`config.mk`:
```
export PLATFORM = sky130hd
export DESIGN_NAME = mem_access
export DESIGN_NICKNAME = d
export VERILOG_FILES = /design/src/rtl/mem_access_pkg.sv /design/src/rtl/mem_access_load_align.sv /design/src/rtl/mem_access.sv
export SDC_FILE = /design/constraint.sdc
export NUM_CORES = 1
export LEC_CHECK = 0
export BUFFER_PORTS_ARGS = -buffer_cell sky130_fd_sc_hd__buf_4
export CELL_PAD_IN_SITES_DETAIL_PLACEMENT = 1
export CELL_PAD_IN_SITES_GLOBAL_PLACEMENT = 2
export CORE_ASPECT_RATIO = 1.75
export CORE_MARGIN = 10
export CORE_UTILIZATION = 30
export CTS_CLUSTER_DIAMETER = 200
export CTS_CLUSTER_SIZE = 20
export DETAILED_ROUTE_END_ITERATION = 8
export HOLD_SLACK_MARGIN = 0.12
export PLACE_DENSITY_LB_ADDON = 0.12
export SYNTH_ARGS = -nofsm -noshare
export SYNTH_HDL_FRONTEND = slang
export SYNTH_SLANG_ARGS = --single-unit
```
`constraint.sdc`:
```
create_clock -name clk -period 5.7 [get_ports clk]
set_input_delay 0.57 -clock clk [delete_from_list [all_inputs] [get_ports clk]]
set_output_delay 0.57 -clock clk [all_outputs]
set_load 0.005 [all_outputs]
```
`src/rtl/mem_access_pkg.sv`:
```
// ---------------------------------------------------------------------------
// mem_access_pkg
// Shared definitions for the memory-access (ME) stage: register bus widths,
// the NOP register address, the zero word, the mem_op encodings and small
// decode helpers used by mem_access and load_align.
// ---------------------------------------------------------------------------
package mem_access_pkg;

    localparam int RegBus     = 32;  // register / data word width
    localparam int RegAddrBus = 5;   // register file address width

    localparam logic [RegAddrBus-1:0] NOPRegAddr = '0;
    localparam logic [RegBus-1:0]     ZeroWord   = '0;

    // mem_op encodings
    localparam logic [3:0] MEM_NONE = 4'd0;
    localparam logic [3:0] MEM_LB   = 4'd1;
    localparam logic [3:0] MEM_LH   = 4'd2;
    localparam logic [3:0] MEM_LW   = 4'd3;
    localparam logic [3:0] MEM_LBU  = 4'd4;
    localparam logic [3:0] MEM_LHU  = 4'd5;
    localparam logic [3:0] MEM_SB   = 4'd6;
    localparam logic [3:0] MEM_SH   = 4'd7;
    localparam logic [3:0] MEM_SW   = 4'd8;

    function automatic logic is_load(input logic [3:0] op);
        return (op == MEM_LB) || (op == MEM_LH) || (op == MEM_LW) ||
               (op == MEM_LBU) || (op == MEM_LHU);
    endfunction

    function automatic logic is_store(input logic [3:0] op);
        return (op == MEM_SB) || (op == MEM_SH) || (op == MEM_SW);
    endfunction

    function automatic logic is_mem(input logic [3:0] op);
        return is_load(op) || is_store(op);
    endfunction

    // Halfword ops need addr[0]=0, word ops need addr[1:0]=0.
    function automatic logic is_misaligned(input logic [3:0] op, input logic [1:0] off);
        logic half_op;
        logic word_op;
        half_op = (op == MEM_LH) || (op == MEM_LHU) || (op == MEM_SH);
        word_op = (op == MEM_LW) || (op == MEM_SW);
        return (half_op && off[0]) || (word_op && (off != 2'b00));
    endfunction

    // Byte enables of the lanes touched by an access.
    function automatic logic [3:0] lane_be(input logic [3:0] op, input logic [1:0] off);
        logic [3:0] be;
        case (op)
            MEM_LB, MEM_LBU, MEM_SB: be = 4'b0001 << off;
            MEM_LH, MEM_LHU, MEM_SH: be = 4'b0011 << {off[1], 1'b0};
            default:                 be = 4'b1111;
        endcase
        return be;
    endfunction

    // Store data replicated across lanes so the byte enables pick the right one.
    function automatic logic [RegBus-1:0] store_lanes(input logic [3:0] op,
                                                      input logic [RegBus-1:0] data);
        logic [RegBus-1:0] w;
        case (op)
            MEM_SB:  w = {4{data[7:0]}};
            MEM_SH:  w = {2{data[15:0]}};
            default: w = data;
        endcase
        return w;
    endfunction

endpackage

```
`src/rtl/mem_access_load_align.sv`:
```
// ---------------------------------------------------------------------------
// load_align
// Combinational load-data extraction. Selects the byte (offset[1:0]) or
// halfword (offset[1]) lane from the memory read word and sign- or
// zero-extends it; LW returns the whole word.
// Ports:
//   rdata  in  32  read word from memory
//   offset in  2   low address bits of the access
//   op     in  4   mem_op encoding
//   result out 32  extracted, extended load value
// ---------------------------------------------------------------------------
module load_align
    import mem_access_pkg::*;
(
    input  logic [RegBus-1:0] rdata,
    input  logic [1:0]        offset,
    input  logic [3:0]        op,
    output logic [RegBus-1:0] result
);

    logic [7:0]  byte_lane;
    logic [15:0] half_lane;

    assign byte_lane = rdata[{offset, 3'b000} +: 8];
    assign half_lane = rdata[{offset[1], 4'b0000} +: 16];

    // NOTE: every output of a combinational block gets a value on every path
    // (here via the case default); a missing assignment infers a latch.
    always_comb begin
        result = ZeroWord;
        case (op)
            MEM_LB:  result = {{24{byte_lane[7]}}, byte_lane};
            MEM_LBU: result = {24'd0, byte_lane};
            MEM_LH:  result = {{16{half_lane[15]}}, half_lane};
            MEM_LHU: result = {16'd0, half_lane};
            MEM_LW:  result = rdata;
            default: result = ZeroWord;
        endcase
    end

endmodule

```
`src/rtl/mem_access.sv`:
```
// ---------------------------------------------------------------------------
// mem_access
// ME stage of the pipeline. ALU results pass to the ME/WB register with one
// cycle latency; loads and stores issue a single memory request, stall the
// upstream stage until mem_ack_i, then write back the aligned load data
// (stores write nothing back). Every edge that does not complete an op loads
// a bubble into the ME/WB register.
//
// Configuration macro: MEM_MISALIGN_CHECK_EN
//   defined   - adds misalign_o; misaligned LH/LHU/SH/LW/SW issue no request,
//               do not stall, pulse misalign_o for one cycle and yield a bubble.
//   undefined - no misalign_o; halfword uses addr[1], word ignores addr[1:0].
//
// Ports:
//   clk, rst                       clock, synchronous active-high reset
//   valid_i                        EX result present
//   w_enable_i/w_addr_i/w_data_i   EX writeback intent, rd, ALU result/address
//   mem_op_i, store_data_i         memory op, rs2 store value
//   stall_o                        upstream holds inputs while high
//   mem_req_o/mem_we_o             memory request and write strobe
//   mem_addr_o/mem_wdata_o/mem_be_o word address, lane data, byte enables
//   mem_ack_i/mem_rdata_i          completion and read word
//   w_enable_o/w_addr_o/w_data_o   registered ME/WB result
//   misalign_o                     misaligned-access pulse (macro only)
// ---------------------------------------------------------------------------
module mem_access
    import mem_access_pkg::*;
#(
    parameter int ADDR_W = 32
) (
    input  logic                  clk,
    input  logic                  rst,
    input  logic                  valid_i,
    input  logic                  w_enable_i,
    input  logic [RegAddrBus-1:0] w_addr_i,
    input  logic [RegBus-1:0]     w_data_i,
    input  logic [3:0]            mem_op_i,
    input  logic [RegBus-1:0]     store_data_i,
    output logic                  stall_o,
    output logic                  mem_req_o,
    output logic                  mem_we_o,
    output logic [ADDR_W-1:0]     mem_addr_o,
    output logic [RegBus-1:0]     mem_wdata_o,
    output logic [3:0]            mem_be_o,
    input  logic                  mem_ack_i,
    input  logic [RegBus-1:0]     mem_rdata_i,
    output logic                  w_enable_o,
    output logic [RegAddrBus-1:0] w_addr_o,
    output logic [RegBus-1:0]     w_data_o
`ifdef MEM_MISALIGN_CHECK_EN
    ,
    output logic                  misalign_o
`endif
);

    localparam logic [0:0] ST_IDLE = 1'b0;
    localparam logic [0:0] ST_BUSY = 1'b1;

    logic [0:0]            state;
    logic [3:0]            op_q;
    logic [RegAddrBus-1:0] dest_q;
    logic                  wen_q;
    logic [1:0]            off_q;

    logic [ADDR_W-1:0]     eff_addr;
    logic [1:0]            offset;
    logic                  misalign;
    logic                  start_mem;
    logic [RegBus-1:0]     load_result;

    assign eff_addr = ADDR_W'(w_data_i);
    assign offset   = w_data_i[1:0];

`ifdef MEM_MISALIGN_CHECK_EN
    assign misalign = valid_i && is_misaligned(mem_op_i, offset);
`else
    assign misalign = 1'b0;
`endif

    assign start_mem = valid_i && is_mem(mem_op_i) && !misalign;

    // Stall is raised in the same cycle a memory op is presented so upstream
    // holds it, and stays up in BUSY until the ack cycle.
    assign stall_o = (state == ST_IDLE) ? start_mem : !mem_ack_i;

    load_align u_load_align (
        .rdata  (mem_rdata_i),
        .offset (off_q),
        .op     (op_q),
        .result (load_result)
    );

    // NOTE: sequential state is written only with non-blocking assignments so
    // every register samples pre-edge values regardless of statement order.
    always_ff @(posedge clk) begin
        if (rst) begin
            state       <= ST_IDLE;
            op_q        <= MEM_NONE;
            dest_q      <= NOPRegAddr;
            wen_q       <= 1'b0;
            off_q       <= 2'b00;
            mem_req_o   <= 1'b0;
            mem_we_o    <= 1'b0;
            mem_addr_o  <= '0;
            mem_wdata_o <= ZeroWord;
            mem_be_o    <= 4'b0000;
            w_enable_o  <= 1'b0;
            w_addr_o    <= NOPRegAddr;
            w_data_o    <= ZeroWord;
`ifdef MEM_MISALIGN_CHECK_EN
            misalign_o  <= 1'b0;
`endif
        end else begin
            // Bubble unless this edge completes an op.
            w_enable_o <= 1'b0;
            w_addr_o   <= NOPRegAddr;
            w_data_o   <= ZeroWord;
`ifdef MEM_MISALIGN_CHECK_EN
            misalign_o <= (state == ST_IDLE) && misalign;
`endif
            case (state)
                ST_IDLE: begin
                    if (start_mem) begin
                        state       <= ST_BUSY;
                        op_q        <= mem_op_i;
                        dest_q      <= w_addr_i;
                        wen_q       <= w_enable_i;
                        off_q       <= offset;
                        mem_req_o   <= 1'b1;
                        mem_we_o    <= is_store(mem_op_i);
                        mem_addr_o  <= {eff_addr[ADDR_W-1:2], 2'b00};
                        mem_be_o    <= lane_be(mem_op_i, offset);
                        mem_wdata_o <= is_store(mem_op_i)
                                       ? store_lanes(mem_op_i, store_data_i) : ZeroWord;
                    end else if (valid_i && !is_mem(mem_op_i)) begin
                        w_enable_o <= w_enable_i;
                        w_addr_o   <= w_addr_i;
                        w_data_o   <= w_data_i;
                    end
                end
                ST_BUSY: begin
                    // mem_* registers are left untouched until the ack edge.
                    if (mem_ack_i) begin
                        state       <= ST_IDLE;
                        mem_req_o   <= 1'b0;
                        mem_we_o    <= 1'b0;
                        mem_addr_o  <= '0;
                        mem_wdata_o <= ZeroWord;
                        mem_be_o    <= 4'b0000;
                        if (is_load(op_q)) begin
                            w_enable_o <= wen_q;
                            w_addr_o   <= dest_q;
                            w_data_o   <= load_result;
                        end
                    end
                end
                default: state <= ST_IDLE;
            endcase
        end
    end

endmodule
```
==> run summary, run 1 <==
Detail Route Antenna Nets - 0
DRC viols - 0
Area of the multi-input gates - 0.002693 mm2
Yosys top cell area share - 0.4483
Clk_skew - 15.12 ps
H-Tree Depth - 4
Post-DP HPWL - 17.15 mm
Critical Path RT - 6040 ps
RSZ-0062 raised after global routing - false
HP Start - w_data_i[31]
Starting Density - 0.3044
Max_cap viols - 0
Final Hold Fails - 0
Worst-Margin Slew - 1279 ps
Iteration count of the initial detailed-routing pass - 4
R2R Path Start - op_q[2]$_SDFFE_PP0P_
CP max FO - 65
Fin nets - 863
GP Congestion - 0.8030
Post-CTS Setup Inserts - 0
Fillers - 2093
Area after DPL - 0.007061 mm2
Post-CTS Hold Fix Bufs - 0
Cell area after synthesis - 0.005314 mm2
Post-CTS resize count - 0
Syn-to-layout area delta - 44.31%
Share of synthesized area occupied by flip-flops and latches - 0.4483
Vert. Die Dim - 196.1 um
Clock buffer depth - 2
Synth warn - 0
Most common flop cell mapped by yosys - dfxtp_1
Syn_area_per_cell - 9.422 um2
Routed via count - 5154
Residual overflow from global routing - 0
Leakage - 3.279 nW
Data arrival, critical path - 3270 ps
Register bit total from synthesis - 119
VDD IR max - 167.1 uV
Fmax achieved - 341.2 MHz
Kind of critical path - input port to flop
Placed Instances - 965
Setup violators final - 0
Buf+Inv Stages, Crit Path - 1
CP Launch Point - rst
Core area - 0.01746 mm2
Crit. End Element - flop
Overall Global Routing Usage - 0.1849
Fraction of layout cells with a size suffix above 1 - 0.3695
Largest cells by area after synthesis - dfxtp_1, a21oi_1, mux2i_1, nand2_1, mux4_2
DIE AREA - 0.02365 mm2
Crit path cell chain - buf_4 -> and4bb_2 -> nor4b_4 -> a21boi_1 -> nand2b_1
Cell taking the most area after synthesis - dfxtp_1
Vias/cell - 5.170
Clk slew on worst S/H paths - 60 ps
# rows - 64
Initial antenna violation count - 0
Min cycle time layout - 2931 ps
First-pass GRT wire length - 34.04 mm
Mapped Cells - 564
CTS buffer count - 17
Final instance area - 0.007669 mm2
Worst path top cell family by delay - simple AND/OR/NAND/NOR gates
Reg area - 0.002382 mm2
PortBufs - 216
I/O Pins - 219
Die W - 120.6 um
Final Core Density - 0.4393
Final TNS setup - 0 ps
Slew HR - 0.1447
Post-synth EDFFs - 0
Status - completed
Final Instance Count excl. Fillers - 997
Vias in the first global route - 5722
WL/cell - 22.37 um
Antenna Cells - 0
Synth cell types - 57
Clock sink count - 119
Post-Route WL - 22.31 mm
Worst hold path type - input port to flop
Slowest Stage Delay on Critical Path - 900 ps
CTS tree - built
Clk Tree Root Cell - clkbuf_16
CP max-delay cell - a21boi_1
Period utilisation layout - 0.5142
Pin count of the biggest net entering global routing - 66
Worst skew pair latency - 410 ps
CP startpoint kind - input port
Cell Pwr Density - 299.6 mW/mm2
Fraction of registers with async set/reset - 0
Initial DRC count - 201
Fin. max-slew vios - 0
[state kept, by name, summed over array words and instances, names as in the netlist, 2 cells and up]
name,count
w_data_o,32
dest_q,5
off_q,2
mem_addr_o,30
op_q,4
w_addr_o,5
mem_be_o,4
mem_wdata_o,32
[Yosys cell counts (all sizes together), types with 3 or more instances]
cell and n:
o211ai 11, buf 21, a21oi 63, mux4 8, nor2 31, a221o 17
o2bb2ai 17, and2 7, clkbuf 34, a32oi 17, inv 4, mux2i 24
nand3 35, a22o 14, nand2b 17, dfxtp 119, and3 4, nor2b 4
a22oi 6, o22a 7, nand2 61, nand3b 3
[metal layers]
layer	up-vias	share of wire	wire length, um	track usage
met1	2490	0.36	7987	0.1793
met4	0	0.027	612	0.07316
met5	-	0	0	0
met2	181	0.56	12410	0.3534
li1	2452	-	-	-
met3	31	0.058	1291	0.05175
[layout by cell type, fill, tap and decap left out, types with 4 or more instances in the layout]
master     netlist  final
o22a_1           7      7
nor2_1          31     31
nor2b_1          4      4
o2bb2ai_2       10     10
a221o_1         17     17
a22o_1          14     14
dfxtp_1        119    119
nand3_1         35     34
o211ai_1        11     11
mux2i_1         24     24
mux4_2           8      8
a21oi_1         63     63
o2bb2ai_1        7      7
nand2b_1        17     17
clkbuf_16        0     17
buf_4            5    224
a32oi_1         17     17
inv_1            4      4
and2_1           7      7
nand2_1         61     61
a22oi_1          6      6
[worst register-to-register path, cell delays in order (launching register included)]
cell and delay (ps):
dfxtp_1 600, nor3_1 170, nor4b_4 830, a21boi_1 900, nand2b_1 220
[final cells by class]
class / count / area share
Multi-Input combinational cell: 387 / 0.3511
Inverter: 4 / 0.001958
Tap cell: 231 / 0.03769
Clock buffer: 21 / 0.06004
Clock inverter: 11 / 0.01925
Timing Repair Buffer: 224 / 0.2193
Sequential cell: 119 / 0.3107
[cells by family (layout without fill, tap and decap cells)]
kind of cell | Yosys count | count (layout) | share of synthesized area
multiplexers | 34 | 34 | 0.08335
buffers and inverters | 59 | 260 | 0.05062
XOR/XNOR | 1 | 1 | 0.001649
AND/OR/NAND/NOR | 182 | 182 | 0.1742
flip-flops | 119 | 119 | 0.4483
other | 1 | 2 | 0.0007057
AO/OA/AOI/OAI | 168 | 168 | 0.2411
[metrics by stage]
stage / worst slack [ps] / total power [mW] / hold WS (ps)
finish: 2769 / 2.298 / 379.9
global route: 2499 / 2.388 / 381.3
CTS: 2750 / 2.325 / 367.9
detailed placement: 2324 / 1.200 / 450.4
global placement: 2464 / 1.193 / 440.4
floorplan: 3527 / 1.032 / 436.8
[final timing paths]
check | end | slack, ps | depth (start not counted)
setup / recovery | w_data_o[27]$_SDFF_PP0_ | 2770 | 5
hold / removal | w_data_o[31]$_SDFF_PP0_ | 380 | 3
setup reg to reg | w_data_o[27]$_SDFF_PP0_ | 2920 | 4
hold reg to reg | dest_q[2]$_SDFFE_PP0P_ | 460 | 2
[power breakdown]
part,switching [mW],internal (mW),total [mW]
registers,0.0241,0.865,0.889
clock network,0.409,0.713,1.12
logic,0.147,0.140,0.286
Power figures use the tool's default switching activity.
==> run 2: changes to the inputs <==
--- a/config.mk
+++ b/config.mk
@@ -5,12 +5,13 @@
 export SDC_FILE = /design/constraint.sdc
 export NUM_CORES = 1
 export LEC_CHECK = 0
+export ABC_AREA = 1
 export BUFFER_PORTS_ARGS = -buffer_cell sky130_fd_sc_hd__buf_4
 export CELL_PAD_IN_SITES_DETAIL_PLACEMENT = 1
 export CELL_PAD_IN_SITES_GLOBAL_PLACEMENT = 2
 export CORE_ASPECT_RATIO = 1.75
 export CORE_MARGIN = 10
-export CORE_UTILIZATION = 30
+export CORE_UTILIZATION = 23
 export CTS_CLUSTER_DIAMETER = 200
 export CTS_CLUSTER_SIZE = 20
 export DETAILED_ROUTE_END_ITERATION = 8
==> constraint.sdc (replaced) <==
create_clock -name clk -period 2.4 [get_ports clk]
set_input_delay 0.24 -clock clk [delete_from_list [all_inputs] [get_ports clk]]
set_output_delay 0.24 -clock clk [all_outputs]
set_load 0.005 [all_outputs]
==> run 2 against run 1 <==
Compared with the run above: hold slack worse by 220 ps; die area up 34%; cell count up 42%; via count up 21%.
==> run summary, run 2 <==
Status - completed
Core area - 0.02444 mm2 (+40%)
Post-CTS Setup Inserts - 0 (unchanged)
Syn-to-layout area delta - 54.17%
Fin nets - 1199 (+39%)
Top cells by instance count after synthesis - nand2_1, dfxtp_1, a21oi_1
Worst-Margin Slew - 616.7 ps (-662.1 ps)
Share of synthesized area occupied by flip-flops and latches - 0.4201 (-0.02819)
Fraction of registers with async set/reset - 0 (unchanged)
CTS buffer count - 17 (unchanged)
I/O Pins - 219 (unchanged)
Worst skew pair latency - 430 ps (+20 ps)
Most common cell in the synthesized netlist - nand2_1
Largest registers - mem_wdata_o (32), w_data_o (32), mem_addr_o (30)
Leakage - 3.910 nW (+19%)
Cell area after synthesis - 0.005670 mm2 (+6.7%)
Post-CTS resize count - 0 (unchanged)
Cell Pwr Density - 660.7 mW/mm2 (+120%)
Starting Density - 0.2320 (-0.07237)
Register bit total from synthesis - 119 (unchanged)
Synth cell types - 28 (-51%)
Min cycle time layout - 1823 ps
First-pass GRT wire length - 41.86 mm (+23%)
Vias/cell - 4.411 (-15%)
Post-synth EDFFs - 0 (unchanged)
Fmax achieved - 548.7 MHz
R2R Path Start - op_q[3]$_SDFFE_PP0P_
Most frequent cells in the layout - nand2_1, buf_4, dfxtp_1
Clk Tree Root Cell - clkbuf_16
Fin. max-slew vios - 0 (unchanged)
Clock sink count - 119 (unchanged)
Residual overflow from global routing - 0 (unchanged)
Period utilisation layout - 0.7594
WL/cell - 18.93 um (-15%)
Clock buffer depth - 2 (unchanged)
Synth warn - 0 (unchanged)
Initial DRC count - 200 (-0.50%)
Pwr Total - 5.776 mW (+150%)
H-Tree Depth - 4 (unchanged)
Post-Route WL - 26.77 mm (+20%)
Clk slew on worst S/H paths - 60 ps (about the same)
CP Launch Point - op_q[3]$_SDFFE_PP0P_
Syn_area_per_cell - 6.807 um2 (-28%)
Iteration count of the initial detailed-routing pass - 5 (+1)
# rows - 76 (+19%)
Data arrival, critical path - 2180 ps (-1090 ps)
Critical Path RT - 2760 ps (-3280 ps)
Overall Global Routing Usage - 0.1700 (-0.01491)
Reg area - 0.002382 mm2 (unchanged)
GP Congestion - 0.8134 (+1.3%)
Initial antenna violation count - 0 (unchanged)
Cell taking the most area after synthesis - dfxtp_1
Slew HR - 0.5861 (+0.4414)
Most common flop cell mapped by yosys - dfxtp_1
Final instance area - 0.008742 mm2 (+14%)
DRC viols - 0 (unchanged)
Area after DPL - 0.007659 mm2 (+8.5%)
CP max FO - 21 (-68%)
Final Core Density - 0.3577 (-0.08157)
Crit. End Element - flop
Post-CTS Hold Fix Bufs - 47 (+47)
Fraction of layout cells with a size suffix above 1 - 0.3094 (-0.06001)
Worst reg-to-reg path cell count - 6 (+2)
Pin count of the biggest net entering global routing - 51 (-23%)
Max_cap viols - 0 (unchanged)
VDD IR max - 410.3 uV (+150%)
Critical Path End - w_data_o[21]$_SDFF_PP0_
Routed via count - 6237 (+21%)
Fillers - 3069 (+47%)
Die W - 138.7 um (+15%)
Worst hold path type - input port to flop
Yosys top cell area share - 0.4201 (-0.02819)
RR Endpoint - w_data_o[21]$_SDFF_PP0_
Setup violators final - 0 (unchanged)
R2r setup slk - 580 ps (-2340 ps)
Mapped Cells - 833 (+48%)
Clk_skew - 4.966 ps (-10.16 ps)
DIE AREA - 0.03158 mm2 (+34%)
PortBufs - 216 (unchanged)
Commonest non-fill, non-tap cell in the layout - nand2_1
Antenna Cells - 0 (unchanged)
Detail Route Antenna Nets - 0 (unchanged)
Vias in the first global route - 7024 (+23%)
Final TNS setup - 0 ps (unchanged)
Area of the multi-input gates - 0.002804 mm2 (+4.1%)
Kind of critical path - flop to flop
CP startpoint kind - flop
CTS tree - built
Final Hold Fails - 0 (unchanged)
Post-DP HPWL - 21.02 mm (+23%)
RSZ-0062 raised after global routing - false
Vert. Die Dim - 227.7 um (+16%)
Largest cells by area after synthesis - dfxtp_1, nand2_1, a21oi_1, a21oi_2, o21ai_0
## run 2: per-stage QoR
stage,hold slack [ps],instances,setup WS [ps]
6_report,158.1,1414,577.4
5_1_grt,159.6,1414,339.9
4_1_cts,141.4,1414,509.2
3_5_place_dp,456.3,1335,522.8
3_3_place_gp,451.3,1335,544.4
2_1_floorplan,376.4,834,1075
## run 2: cell families (layout without fill, tap and decap cells)
logic type	after synthesis	count (layout)	share of synthesized area
and+or+nand+nor	428	428	0.3149
AOI/OAI and AO/OA	174	174	0.1743
DFF	119	119	0.4201
buffers and inverters	111	379	0.09003
other	1	2	0.0006613
## run 2: how the worst min path moves through the flow
| stage | start | endpoint | slack (ps) | cells past startpoint |
|---|---|---|---|---|
| 2_1_floorplan | store_data_i[2] | mem_wdata_o[2]$_SDFFE_PP0P_ | 380 | 2 |
| 3_3_place_gp | mem_addr_o[21]$_SDFFE_PP0P_ | mem_addr_o[21]$_SDFFE_PP0P_ | 450 | 2 |
| 3_5_place_dp | mem_addr_o[9]$_SDFFE_PP0P_ | mem_addr_o[9]$_SDFFE_PP0P_ | 460 | 2 |
| 4_1_cts | mem_op_i[2] | op_q[2]$_SDFFE_PP0P_ | 140 | 3 |
| 5_1_grt | mem_op_i[2] | op_q[2]$_SDFFE_PP0P_ | 160 | 3 |
| 6_report | mem_op_i[2] | op_q[2]$_SDFFE_PP0P_ | 160 | 3 |
## run 2: worst max-delay path, cell delays in order (launching register included)
cell and delay [ps]:
dfxtp_1 310, nor2_1 210, o21ai_0 210, a21oi_4 470, o21ai_0 250, buf_4 200, a21oi_1 100
## run 2: area by class of cell
cell class / count / area share
well taps: 312 / 0.04465
multi-input cells: 604 / 0.3207
repair buffers: 287 / 0.2656
flip-flops and latches: 119 / 0.2725
clock inverters: 12 / 0.02018
clock buffers: 20 / 0.04995
inverters: 60 / 0.02633
## run 2: per-layer routing
layer / track usage / routed length (um) / vias up
li1: - / - / 3151
met5: 0 / 0 / -
met3: 0.05657 / 1635 / 24
met1: 0.1664 / 9845 / 2888
met4: 0.05432 / 495 / 0
met2: 0.3248 / 14790 / 174
## run 2: where the power goes
group | switching [mW] | internal [mW]
clock network | 0.973 | 1.74
registers | 0.0478 | 2.06
logic | 0.542 | 0.420
